`config.mk`:
```
export PLATFORM = sky130hd
export DESIGN_NAME = seg7_scan_capture
export DESIGN_NICKNAME = d
export VERILOG_FILES = /design/src/rtl/seg7_pkg.sv /design/src/rtl/seg7_rev_decode.sv /design/src/rtl/seg7_scan_capture.sv
export SDC_FILE = /design/constraint.sdc
export NUM_CORES = 1
export LEC_CHECK = 0
export CORE_MARGIN = 4
export CORE_UTILIZATION = 45
export DETAILED_ROUTE_END_ITERATION = 12
export PLACE_DENSITY = 0.68
export SLEW_MARGIN = 5
export SYNTH_ARGS = -nofsm -noshare
export SYNTH_HDL_FRONTEND = slang
export SYNTH_SLANG_ARGS = --single-unit
```
`constraint.sdc`:
```
create_clock -name clk -period 8 [get_ports clk]
set_clock_uncertainty 0.15 [all_clocks]
set_input_delay 1.6 -clock clk [delete_from_list [all_inputs] [get_ports clk]]
set_output_delay 1.6 -clock clk [all_outputs]
set_load 0.02 [all_outputs]
```
`src/rtl/seg7_pkg.sv`:
```
// Shared definitions for the 7-segment display path: glyph table,
// display polarity and the scan-capture FSM state encoding.
package seg7_pkg;

    // Common-anode display: anodes and segments are both driven low to light.
    localparam logic AN_ACTIVE  = 1'b0;
    localparam logic SEG_ACTIVE = 1'b0;

    // MC14495 glyph set, active-high gfedcba; entry i is the pattern for nibble i.
    localparam logic [15:0][6:0] GLYPH_TABLE = {
        7'h71, 7'h79, 7'h5E, 7'h39,   // F E d C
        7'h7C, 7'h77, 7'h6F, 7'h7F,   // b A 9 8
        7'h07, 7'h7D, 7'h6D, 7'h66,   // 7 6 5 4
        7'h4F, 7'h5B, 7'h06, 7'h3F    // 3 2 1 0
    };

    // Scan-capture FSM: waiting for a stable sample, or already captured it.
    typedef enum logic [0:0] {
        ST_SETTLING = 1'b0,
        ST_CAPTURED = 1'b1
    } state_t;

    // True when exactly one of four bits is set.
    function automatic logic is_onehot4(input logic [3:0] v);
        logic [2:0] ones;
        ones = {2'b00, v[0]} + {2'b00, v[1]} + {2'b00, v[2]} + {2'b00, v[3]};
        return (ones == 3'd1);
    endfunction

endpackage

```
`src/rtl/seg7_rev_decode.sv`:
```
// Reverse 7-segment decoder: active-high gfedcba pattern back to a hex nibble.
// hit is low for any pattern outside the glyph table (including blank).
module seg7_rev_decode
    import seg7_pkg::*;
(
    input  logic [6:0] pattern,
    output logic [3:0] nibble,
    output logic       hit
);

    logic [15:0] match_s;

    genvar gi;
    generate
        for (gi = 0; gi < 16; gi++) begin : g_match
            assign match_s[gi] = (pattern == GLYPH_TABLE[gi]);
        end
    endgenerate

    // Glyphs are unique, so at most one match bit is set; OR-fold it into an index.
    always_comb begin
        nibble = 4'h0;
        hit    = 1'b0;
        for (int i = 0; i < 16; i++) begin
            hit    = hit | match_s[i];
            nibble = nibble | ({4{match_s[i]}} & 4'(i));
        end
    end

endmodule

```
`src/rtl/seg7_scan_capture.sv`:
```
// Samples a 4-digit multiplexed common-anode display bus, waits for each scan
// step to settle, reverse-decodes the lit digit and assembles a 16-bit word.
// A frame is committed to the outputs once all four digits have been seen.
module seg7_scan_capture
    import seg7_pkg::*;
#(
    parameter int SETTLE = 4
)(
    input  logic        clk,
    input  logic        rst,
    input  logic [3:0]  an,
    input  logic [7:0]  seg,
    input  logic        hold,
    output logic [15:0] hex,
    output logic [3:0]  points,
    output logic [3:0]  err,
    output logic        valid
);

    // cnt value seen on the edge that brings it to SETTLE-1, and its ceiling.
    localparam logic [3:0] CNT_CAPTURE = 4'(SETTLE - 2);
    localparam logic [3:0] CNT_MAX     = 4'(SETTLE);

    logic [11:0] smp_r;
    logic [3:0]  cnt_r;
    state_t      state_r;
    logic [3:0]  mask_r;
    logic [15:0] stage_hex_r;
    logic [3:0]  stage_pts_r;
    logic [3:0]  stage_err_r;

    logic        changed_s;
    logic        capture_s;
    logic        commit_s;
    logic        single_s;
    logic [3:0]  an_on_s;
    logic [7:0]  seg_on_s;
    logic [3:0]  dec_nib_s;
    logic        dec_hit_s;

    // The live bus differs from the held sample: this edge starts a new run.
    assign changed_s = ({an, seg} != smp_r);

    // Held sample converted to active-high anodes and segments.
    assign an_on_s  = smp_r[11:8] ^ {4{~AN_ACTIVE}};
    assign seg_on_s = smp_r[7:0]  ^ {8{~SEG_ACTIVE}};
    assign single_s = is_onehot4(an_on_s);

    // A capture happens once per run, on the edge that completes SETTLE samples.
    assign capture_s = (state_r == ST_SETTLING) && !changed_s && (cnt_r == CNT_CAPTURE);

    // All four digits staged: commit on the following edge.
    assign commit_s = (mask_r == 4'b1111);

    seg7_rev_decode u_rev_decode (
        .pattern (seg_on_s[6:0]),
        .nibble  (dec_nib_s),
        .hit     (dec_hit_s)
    );

    // Input register and settle counter; the counter saturates so a static
    // display never wraps back into a capture.
    always_ff @(posedge clk) begin
        if (rst) begin
            smp_r <= 12'h000;
            cnt_r <= 4'd0;
        end else begin
            smp_r <= {an, seg};
            if (changed_s) begin
                cnt_r <= 4'd0;
            end else if (cnt_r >= CNT_MAX) begin
                cnt_r <= cnt_r;
            end else begin
                cnt_r <= cnt_r + 4'd1;
            end
        end
    end

    // Two-state FSM: allow one capture per settled run, re-arm on any change.
    always_ff @(posedge clk) begin
        if (rst) begin
            state_r <= ST_SETTLING;
        end else begin
            case (state_r)
                ST_SETTLING: begin
                    if (capture_s) begin
                        state_r <= ST_CAPTURED;
                    end else begin
                        state_r <= ST_SETTLING;
                    end
                end
                ST_CAPTURED: begin
                    if (changed_s) begin
                        state_r <= ST_SETTLING;
                    end else begin
                        state_r <= ST_CAPTURED;
                    end
                end
                default: begin
                    state_r <= ST_SETTLING;
                end
            endcase
        end
    end

    // Staging registers and digit mask; only a single lit anode stores a digit.
    // A commit and a capture cannot share an edge, since a capture needs at
    // least one unchanged edge after the change that follows the previous one.
    always_ff @(posedge clk) begin
        if (rst) begin
            mask_r      <= 4'b0000;
            stage_hex_r <= 16'h0000;
            stage_pts_r <= 4'b0000;
            stage_err_r <= 4'b0000;
        end else if (commit_s) begin
            mask_r <= 4'b0000;
        end else if (capture_s && single_s) begin
            for (int k = 0; k < 4; k++) begin
                if (an_on_s[k]) begin
                    stage_hex_r[4*k +: 4] <= dec_hit_s ? dec_nib_s : 4'h0;
                    stage_pts_r[k]        <= seg_on_s[7];
                    stage_err_r[k]        <= ~dec_hit_s;
                    mask_r[k]             <= 1'b1;
                end
            end
        end else begin
            mask_r <= mask_r;
        end
    end

    // Output registers: copy a completed frame unless hold discards it.
    always_ff @(posedge clk) begin
        if (rst) begin
            hex    <= 16'h0000;
            points <= 4'b0000;
            err    <= 4'b0000;
            valid  <= 1'b0;
        end else if (commit_s && !hold) begin
            hex    <= stage_hex_r;
            points <= stage_pts_r;
            err    <= stage_err_r;
            valid  <= 1'b1;
        end else begin
            valid  <= 1'b0;
        end
    end

endmodule
```
======== Yosys cells after proc, flatten, opt, wreduce, memory -nomap -nowiden ========
Cells that the tools add are included.
W data, S select, Z words.
word-level totals
  bits in registers ....................... 70
  latch bits .............................. 0
  RAM bits ................................ 0
  bits in read-only memories .............. 0
  input port bits ......................... 15
  output and inout port bits .............. 25
  memories ................................ 0
operators by class
  $add $sub $neg .......................... 4
  $mul .................................... 0
  divide/modulo/power cells ............... 0
  order comparisons ....................... 1
  equality and inequality tests ........... 20
  shift operators ......................... 0
  mux-type cells .......................... 5
  bitwise gates (word level) .............. 34
  reduce and logical (&&, ||, !) cells .... 16
operator list
  cell                   count
  $eq A7 B7 Y1 const B   12
  $or A4 B4 Y4           8
  $or A4 B3 Y4           4
  $or A1 B1 Y1           15
  $eq A7 B3 Y1 const B   2
  $eq A7 B6 Y1 const B   2
  $ne A12 B12 Y1         1
  $reduce_and A3 Y1      4
  $not A8 Y8             1
  $reduce_and A2 Y1      4
  $add A4 B1 Y4 const B  1
  $eq A4 B2 Y1 const B   1
  $eq A4 B4 Y1 const B   1
  $ge A4 B3 Y1 const B   1
  $logic_and A1 B1 Y1    4
  $mux W4                1
  $not A4 Y4             1
  $or A4 B2 Y4           1
  $reduce_or A2 Y1       2
  $add A2 B1 Y3          1
  $add A3 B1 Y3          1
  $eq A3 B1 Y1 const B   1
  $mux W1                3
  $not A1 Y1             3
  4 further kinds        5

======== Depth between registers and ports, before layout ========
Gate-level depths: netlist (run 1).
  depth after elaboration ................. 18
  mapped depth ............................ 9

======== Modules after synthesis ========
Synthesis (run 1) repeated with hierarchy kept, for this count alone.
unflattened totals
  cell total of the unflattened synthesis .. 348
  area total of the unflattened synthesis .. 3214.3 sq um
modules (own cells, without submodules)
  module             times used  cells an instance  area an instance (sq um)  sequential area each (sq um)
  seg7_scan_capture  1           290                2860.2                    1401.3
  seg7_rev_decode    1           58                 354.1                     0.0

======== Worst setup path after synthesis (run 1) ========
No wires, ideal clock.
  kind .................................... input port to flip-flop
  start point ............................. input seg[1]
  end point ............................... register cnt_r[1]
  data arrival time ....................... 3.098 ns
  slack ................................... 4.672 ns
  stages on the path ...................... 4
  path buffers ............................ 0
  cell sequence ........................... xor2_1 -> or4_4 -> or4_4 -> a211oi_2
between the ends
  cells in the longest elaborated chain, start to end .. 2
RTL lines
  element                            line                     RTL
  start, declared                    seg7_scan_capture.sv:12  input logic [7:0] seg,
  $ne A12 B12 Y1                     seg7_scan_capture.sv:42  assign changed_s = ({an, seg} != smp_r);
  $reduce_or A2 Y1 (no source line)  n/a
  end signal, assigned               seg7_scan_capture.sv:72  cnt_r <= cnt_r;
  end signal, assigned               seg7_scan_capture.sv:74  cnt_r <= cnt_r + 4'd1;
  end, declared                      seg7_scan_capture.sv:25  logic [3:0] cnt_r;
No other way between the ends.
A chain may end at the register's enable or synchronous reset.

======== Worst setup path in the final report (run 1) ========
  start point ............................. input an[2]
  end point ............................... register stage_hex_r[9]
between the ends
  cells in the longest elaborated chain, start to end .. 6
RTL lines
  element                             line                      RTL
  start, declared                     seg7_scan_capture.sv:11   input logic [3:0] an,
  $ne A12 B12 Y1                      seg7_scan_capture.sv:42
  $logic_not A1 Y1                    seg7_scan_capture.sv:50   assign capture_s = (state_r == ST_SETTLING) && !changed_s && (cnt_r == CNT_CAPTURE);
  $logic_and A1 B1 Y1 (2 in a row)    seg7_scan_capture.sv:50
  $logic_and A1 B1 Y1                 seg7_scan_capture.sv:117  end else if (capture_s && single_s) begin
  $reduce_and A3 Y1 (no source line)  n/a
  end signal, assigned by index       seg7_scan_capture.sv:120  stage_hex_r[4*k +: 4] <= dec_hit_s ? dec_nib_s : 4'h0;
  end, declared                       seg7_scan_capture.sv:28   logic [15:0] stage_hex_r;
No other way between the ends.

==> run summary, run 1 <==
WS Path Type = in2reg
max_cap viols = 0
VDD IR-drop max = 0.107 mV
Core ar. = 0.00649 mm^2
Clk network pwr share = 44.2%
status = finished clean
antenna diode count = 0
area delta synth->final = 20.7%
switching part of the total = 24.2%
clk sinks = 70
Post-Syn Area = 0.00308 mm^2
yosys warns = 0
DR vias/cell = 5.35
P_sw = 176 uW
chip width = 90.7 um
largest net degree at the start of global routing = 65
GRT overflow = 0
CTS Buf Count = 9
FMAX = 0.279 GHz
die height = 90.7 um
gpl congestion = 0.816
Hold Crit Class = reg2reg
WP data required = 8.05 ns
Routed WL = 6390 um
Tmin final = 3.58 ns
startpoint types = input port
Gate power share = 6.4%
fin crit share = 44.8%
Post-synth EDFFs = 0
global-route wire length before repair = 11200 um
initial antenna violation count = 0
register share of total power = 49.4%
Avg Cell Area, Syn = 8.94 um^2
io pins = 40
HPWL after DPL = 4500 um
Syn Nets = 364
Post-Synthesis Cells = 344
Levels on crit path = 6
worst slew margin relative to its limit = 26.8%
hold path depth = 2
First-pass DRT Iterations = 4
CTS Hold Buffers Added = 0
Final Hold Viols = 0
worst slew pin tran = 1.10 ns
layout cells sized above 1 = 6.86%
max-slew violation count = 0
storage element area = 0.00140 mm^2
Reg2Reg Depth = 9
Clock Root Buffer = clkbuf_8
Clock Tree Buf Depth = 2
slowest CP cell = nor4_4
H-Tree Depth = 3
ys async rst share = 0%
vias = 2440
Pwr Density = 196 mW/mm^2
CP cell instances = clkdlybuf4s50_1 > xnor2_1 > nand4_1 > nor4_4 > mux2i_1 > nor2_1
vias in the first global route = 2313
Clk Latency, worst-skew pair = 0.35 ns
Core Util, Final = 57.2%
ys flop type = dfxtp_1
CTS tree = done
Post-DRT Antenna Nets = 0
Fin Setup TNS = 0 ns
RSZ-0062 raised after global routing = no
Internal = 553 uW
CP top delay family = simple AND/OR/NAND/NOR gates
slowest stage delay, CP = 0.60 ns
setup bufs post-CTS = 0
Buf/Inv on CP = 1
drt first-iter violations = 104
die footprint = 0.00822 mm^2
Final setup viols = 0
leakage power = 1.28 nW
# DRC = 0
DR WL/cell = 14.0 um
Worst Path Max Fanout = 5
site row count = 29
Filler Cells Inserted = 597
Synth Register Bits = 70
clock-pin slew on the worst setup and hold paths = 0.08 ns
Yosys cell types = 42
Multi-input gate area = 0.00157 mm^2
post_cts resized = 0
Seq/Total Area, Yosys = 45.5%
CP Data Arrival Time = 3.63 ns
# nets final = 394
Overall Global Routing Usage = 16.6%
IO Port Bufs = 39
CP endpoint kind = register
total power = 729 uW
Starting Density = 47.4%
==> per-layer routing <==
| layer | part of all wire (%) | routed length [um] | vias up | global-route usage, % |
|---|---|---|---|---|
| li1 | - | - | 1251 | - |
| met1 | 50 | 3170 | 1134 | 22.6 |
| met2 | 45 | 2870 | 49 | 24.8 |
| met3 | 3.9 | 252 | 6 | 4.92 |
| met4 | 1.4 | 87 | 0 | 5.87 |
| met5 | 0 | 0 | - | 0 |
==> sequential cells by signal (all words and copies together) (netlist names) <==
signal,count
cnt_r,4
stage_err_r,4
smp_r,12
err,4
valid,1
stage_hex_r,16
mask_r,4
hex,16
points,4
state_r,1
stage_pts_r,4
==> Yosys cell counts (all sizes together), types with 2 or more instances <==
cell | instances | area [um^2]
nor2b | 14 | 87.6
dfxtp | 70 | 1400
a211oi | 7 | 57.6
o21ai | 6 | 30.0
nor4b | 4 | 35.0
nand2b | 5 | 31.3
xnor2 | 10 | 87.6
mux2i | 22 | 220
or4 | 3 | 30.0
nor3 | 6 | 30.0
nand2 | 57 | 214
nand3 | 6 | 30.0
a41oi | 4 | 35.0
ha | 4 | 50.1
xor2 | 4 | 35.0
a32oi | 2 | 17.5
nor2 | 29 | 109
clkbuf | 20 | 75.1
nand4 | 3 | 18.8
nor4bb | 3 | 30.0
and4 | 3 | 26.3
inv | 7 | 26.3
nor4 | 4 | 85.1
and3b | 2 | 17.5
a21oi | 32 | 160
or3 | 3 | 18.8
==> per-stage QoR <==
step | cells | worst slack, ns | hold slack, ns | area [um^2]
after floorplan | 344 | 4.67 | 0.281 | 3080
after global placement | 440 | 4.01 | 0.291 | 3490
after detailed placement | 440 | 4.03 | 0.296 | 3490
after CTS | 456 | 4.41 | 0.307 | 3710
after global routing | 456 | 4.18 | 0.321 | 3710
final | 456 | 4.42 | 0.306 | 3710
==> final timing paths <==
check                            from                           to  slack [ns]
setup / recovery                an[2]  stage_hex_r[9]$_SDFFE_PP0P_        4.42
hold / removal    err[2]$_SDFFE_PP0P_          err[2]$_SDFFE_PP0P_        0.31
setup reg to reg  smp_r[8]$_SDFF_PP0_  stage_err_r[0]$_SDFFE_PP0P_        4.63
hold reg to reg   err[2]$_SDFFE_PP0P_          err[2]$_SDFFE_PP0P_        0.31
==> power by group through the flow <==
stage | sequential [mW] | combinational, mW | clock [mW]
2_1_floorplan | 0.363 | 0.0358 | 0
3_3_place_gp | 0.368 | 0.0459 | 0
3_5_place_dp | 0.368 | 0.0466 | 0
4_1_cts | 0.360 | 0.0468 | 0.331
5_1_grt | 0.361 | 0.0516 | 0.350
6_report | 0.360 | 0.0465 | 0.322
==> final cells by class <==
| class | instances | area share [%] |
|---|---|---|
| Multi-Input combinational cell | 246 | 42.3 |
| Inverter | 7 | 0.708 |
| Sequential cell | 70 | 37.7 |
| Clock inverter | 7 | 2.80 |
| Timing Repair Buffer | 40 | 10.6 |
| Clock buffer | 9 | 3.34 |
| Tap cell | 77 | 2.59 |
==> tightest hold or removal path, cell delays in order (launching register included) <==
cell	delay, ns
dfxtp_1	0.31
nand2_1	0.05
a21oi_1	0.05
==> cell families (layout without fill, tap and decap cells) <==
| group | Yosys count | in the layout | synth area share, % |
|---|---|---|---|
| adder cells (fa/ha/maj) | 5 | 5 | 2.28 |
| XOR/XNOR | 14 | 14 | 3.99 |
| AND/OR/NAND/NOR | 148 | 148 | 26.3 |
| AO/OA/AOI/OAI | 57 | 57 | 11.3 |
| multiplexers | 22 | 22 | 7.16 |
| flip-flops | 70 | 70 | 45.5 |
| buffers and inverters | 28 | 63 | 3.46 |
==> cell usage in the layout, fill, tap and decap left out, drive strengths merged, types with 2 or more instances in the layout <==
cell	Yosys	layout
nor4b	4	4
nor2b	14	14
nor2	29	29
nor3	6	6
and3b	2	2
inv	7	10
or4	3	3
nor4bb	3	3
o21ai	6	6
nand2	57	57
a211oi	7	7
clkbuf	20	9
xnor2	10	10
a41oi	4	4
a32oi	2	2
xor2	4	4
buf	1	2
nor4	4	4
a21oi	32	32
bufinv	0	2
and4	3	3
dfxtp	70	70
or3	3	3
ha	4	4
mux2i	22	22
clkinv	0	2
nand3	6	6
clkdlybuf4s50	0	38
nand2b	5	5
nand4	3	3
No activity file was read; power rests on OpenSTA's default activity.
==> inputs of run 2 (changes only) <==
--- a/config.mk
+++ b/config.mk
@@ -8,7 +8,7 @@
 export CORE_MARGIN = 4
 export CORE_UTILIZATION = 45
 export DETAILED_ROUTE_END_ITERATION = 12
-export PLACE_DENSITY = 0.68
+export PLACE_DENSITY = 0.71
 export SLEW_MARGIN = 5
 export SYNTH_ARGS = -nofsm -noshare
 export SYNTH_HDL_FRONTEND = slang
==> constraint.sdc (replaced) <==
create_clock -name clk -period 3.1 [get_ports clk]
set_clock_uncertainty 0.15 [all_clocks]
set_input_delay 0.62 -clock clk [delete_from_list [all_inputs] [get_ports clk]]
set_output_delay 0.62 -clock clk [all_outputs]
set_load 0.02 [all_outputs]
==> run summary, run 2 (synthesis gave the netlist of run 1 again) <==
FMAX = 0.341 GHz
Tmin final = 2.93 ns
max-slew violation count = 0
design area = 0.00378 mm^2
CP endpoint kind = register
storage element area = 0.00140 mm^2
worst slew pin tran = 0.768 ns
Post-DRT Antenna Nets = 0
worst setup path startpoint = smp_r[8]$_SDFF_PP0_
WP data required = 3.23 ns
slowest stage delay, CP = 0.53 ns
Worst R2R Start = smp_r[8]$_SDFF_PP0_
vias = 2519
max_cap viols = 0
CTS Hold Buffers Added = 0
Reg2Reg Depth = 10
DR WL/cell = 14.1 um
area delta synth->final = 22.9%
Hold Crit Class = reg2reg
worst slew margin relative to its limit = 48.7%
Worst Path Max Fanout = 5
Clock Root Buffer = clkbuf_8
commonest non-fill, non-tap cell in the layout = dfxtp_1
Starting Density = 47.4%
Clock Tree Buf Depth = 2
IO Port Bufs = 39
most frequent cells in the layout = dfxtp_1, nand2_1, clkdlybuf4s50_1
initial antenna violation count = 0
worst setup path endpoint = stage_err_r[1]$_SDFFE_PP0P_
Filler Cells Inserted = 576
CP Data Arrival Time = 3.06 ns
fin crit share = 94.6%
First-pass DRT Iterations = 4
chip width = 90.7 um
status = finished clean
antenna diode count = 0
RSZ-0062 raised after global routing = yes
H-Tree Depth = 3
gpl congestion = 0.802
WS Path Type = reg2reg
most used cell, CP = ha_1
Pwr Density = 503 mW/mm^2
r2r setup slk = 0.17 ns
Placed Area = 0.00355 mm^2
Clk Latency, worst-skew pair = 0.35 ns
# nets final = 402
GRT overflow = 0
site row count = 29
startpoint types = register
CTS Buf Count = 9
leakage power = 1.32 nW
CTS tree = done
layout cells sized above 1 = 9.04%
slowest CP cell = fa_1
drt first-iter violations = 140
clk sinks = 70
Multi-input gate area = 0.00157 mm^2
die height = 90.7 um
Core Util, Final = 58.2%
largest net degree at the start of global routing = 43
placed cell count = 448
clock-pin slew on the worst setup and hold paths = 0.08 ns
VDD IR-drop max = 0.238 mV
Routed WL = 6570 um
die footprint = 0.00822 mm^2
vias in the first global route = 2392
RR Endpoint = stage_err_r[1]$_SDFFE_PP0P_
# DRC = 0
DR vias/cell = 5.43
Core ar. = 0.00649 mm^2
biggest regs = hex: 16 flops, stage_hex_r: 16 flops, smp_r: 12 flops
io pins = 40
Final setup viols = 0
CP cell instances = fa_1 > inv_1 > ha_1 > ha_1 > nor4b_1 > buf_4 > and2_1 > nand4_1 > nor3_1 > mux2i_1
fin cells = 464
Final Hold Viols = 0
global-route wire length before repair = 11200 um
Overall Global Routing Usage = 16.6%
HPWL after DPL = 4620 um
[run 2: cell types whose count changed in the layout (fill, tap and decap cells not counted), sizes merged]
cell and change:
buf +8, clkinv -1, clkinvlp +1
[run 2: metrics by stage]
stage	TNS (ns)	worst slack (ns)	power, mW	hold slack, ns
after floorplan	0	0.195	1.03	0.281
after global placement	0	0.180	1.08	0.294
after detailed placement	0	0.158	1.08	0.296
after CTS	0	0.157	1.92	0.306
after global routing	-0.00351	-0.00351	1.97	0.327
final	0	0.166	1.90	0.306
[run 2: timing repair]
| item | 4_1_cts | 5_1_grt |
|---|---|---|
| resized for setup | 0 | 1 |
| buffers inserted | 0 | 0 |
| endpoints found under the setup margin | 0 | 2 |
| hold endpoints to repair | 0 | 0 |
[run 2: worst min-delay path by stage]
stage                                 startpoint              endpoint  slack [ns]  cells past startpoint
finish                      hex[15]$_SDFFE_PP0P_  hex[15]$_SDFFE_PP0P_        0.31                      2
detailed placement   stage_err_r[0]$_SDFFE_PP0P_   err[0]$_SDFFE_PP0P_        0.30                      2
global route         stage_hex_r[9]$_SDFFE_PP0P_   hex[9]$_SDFFE_PP0P_        0.33                      2
global placement     stage_hex_r[9]$_SDFFE_PP0P_   hex[9]$_SDFFE_PP0P_        0.29                      2
CTS                  stage_err_r[0]$_SDFFE_PP0P_   err[0]$_SDFFE_PP0P_        0.31                      2
floorplan           stage_hex_r[10]$_SDFFE_PP0P_  hex[10]$_SDFFE_PP0P_        0.28                      2
[run 2: worst max-delay path: cells and delay by family, from the launching register on]
kind	cells	cell delay (ns)
adders and majority gates	3	0.97
DFF	1	0.33
muxes	1	0.22
and+or+nand+nor	4	0.98
buffers and inverters	2	0.23
[run 2: report_power, final]
| part | switching, mW | total [mW] | internal, mW | leakage (nW) |
|---|---|---|---|---|
| clock network | 0.377 | 0.842 | 0.465 | 0.112 |
| logic | 0.0692 | 0.132 | 0.0627 | 0.636 |
| registers | 0.0202 | 0.927 | 0.907 | 0.567 |
| total | 0.466 | 1.90 | 1.43 | 1.32 |
[run 2: per-layer routing]
layer	up-vias	track usage [%]	routed length [um]
li1	1271	-	-
met1	1175	21.7	3120
met2	61	25.5	2980
met3	12	4.00	340
met4	0	7.78	122
met5	-	0	0
[run 2: area by class of cell]
cell class | count | share of cell area (%)
inverters | 7 | 0.695
flip-flops and latches | 70 | 37.1
multi-input cells | 246 | 41.6
clock inverters | 7 | 2.78
well taps | 77 | 2.55
clock buffers | 9 | 3.28
repair buffers | 48 | 12.0
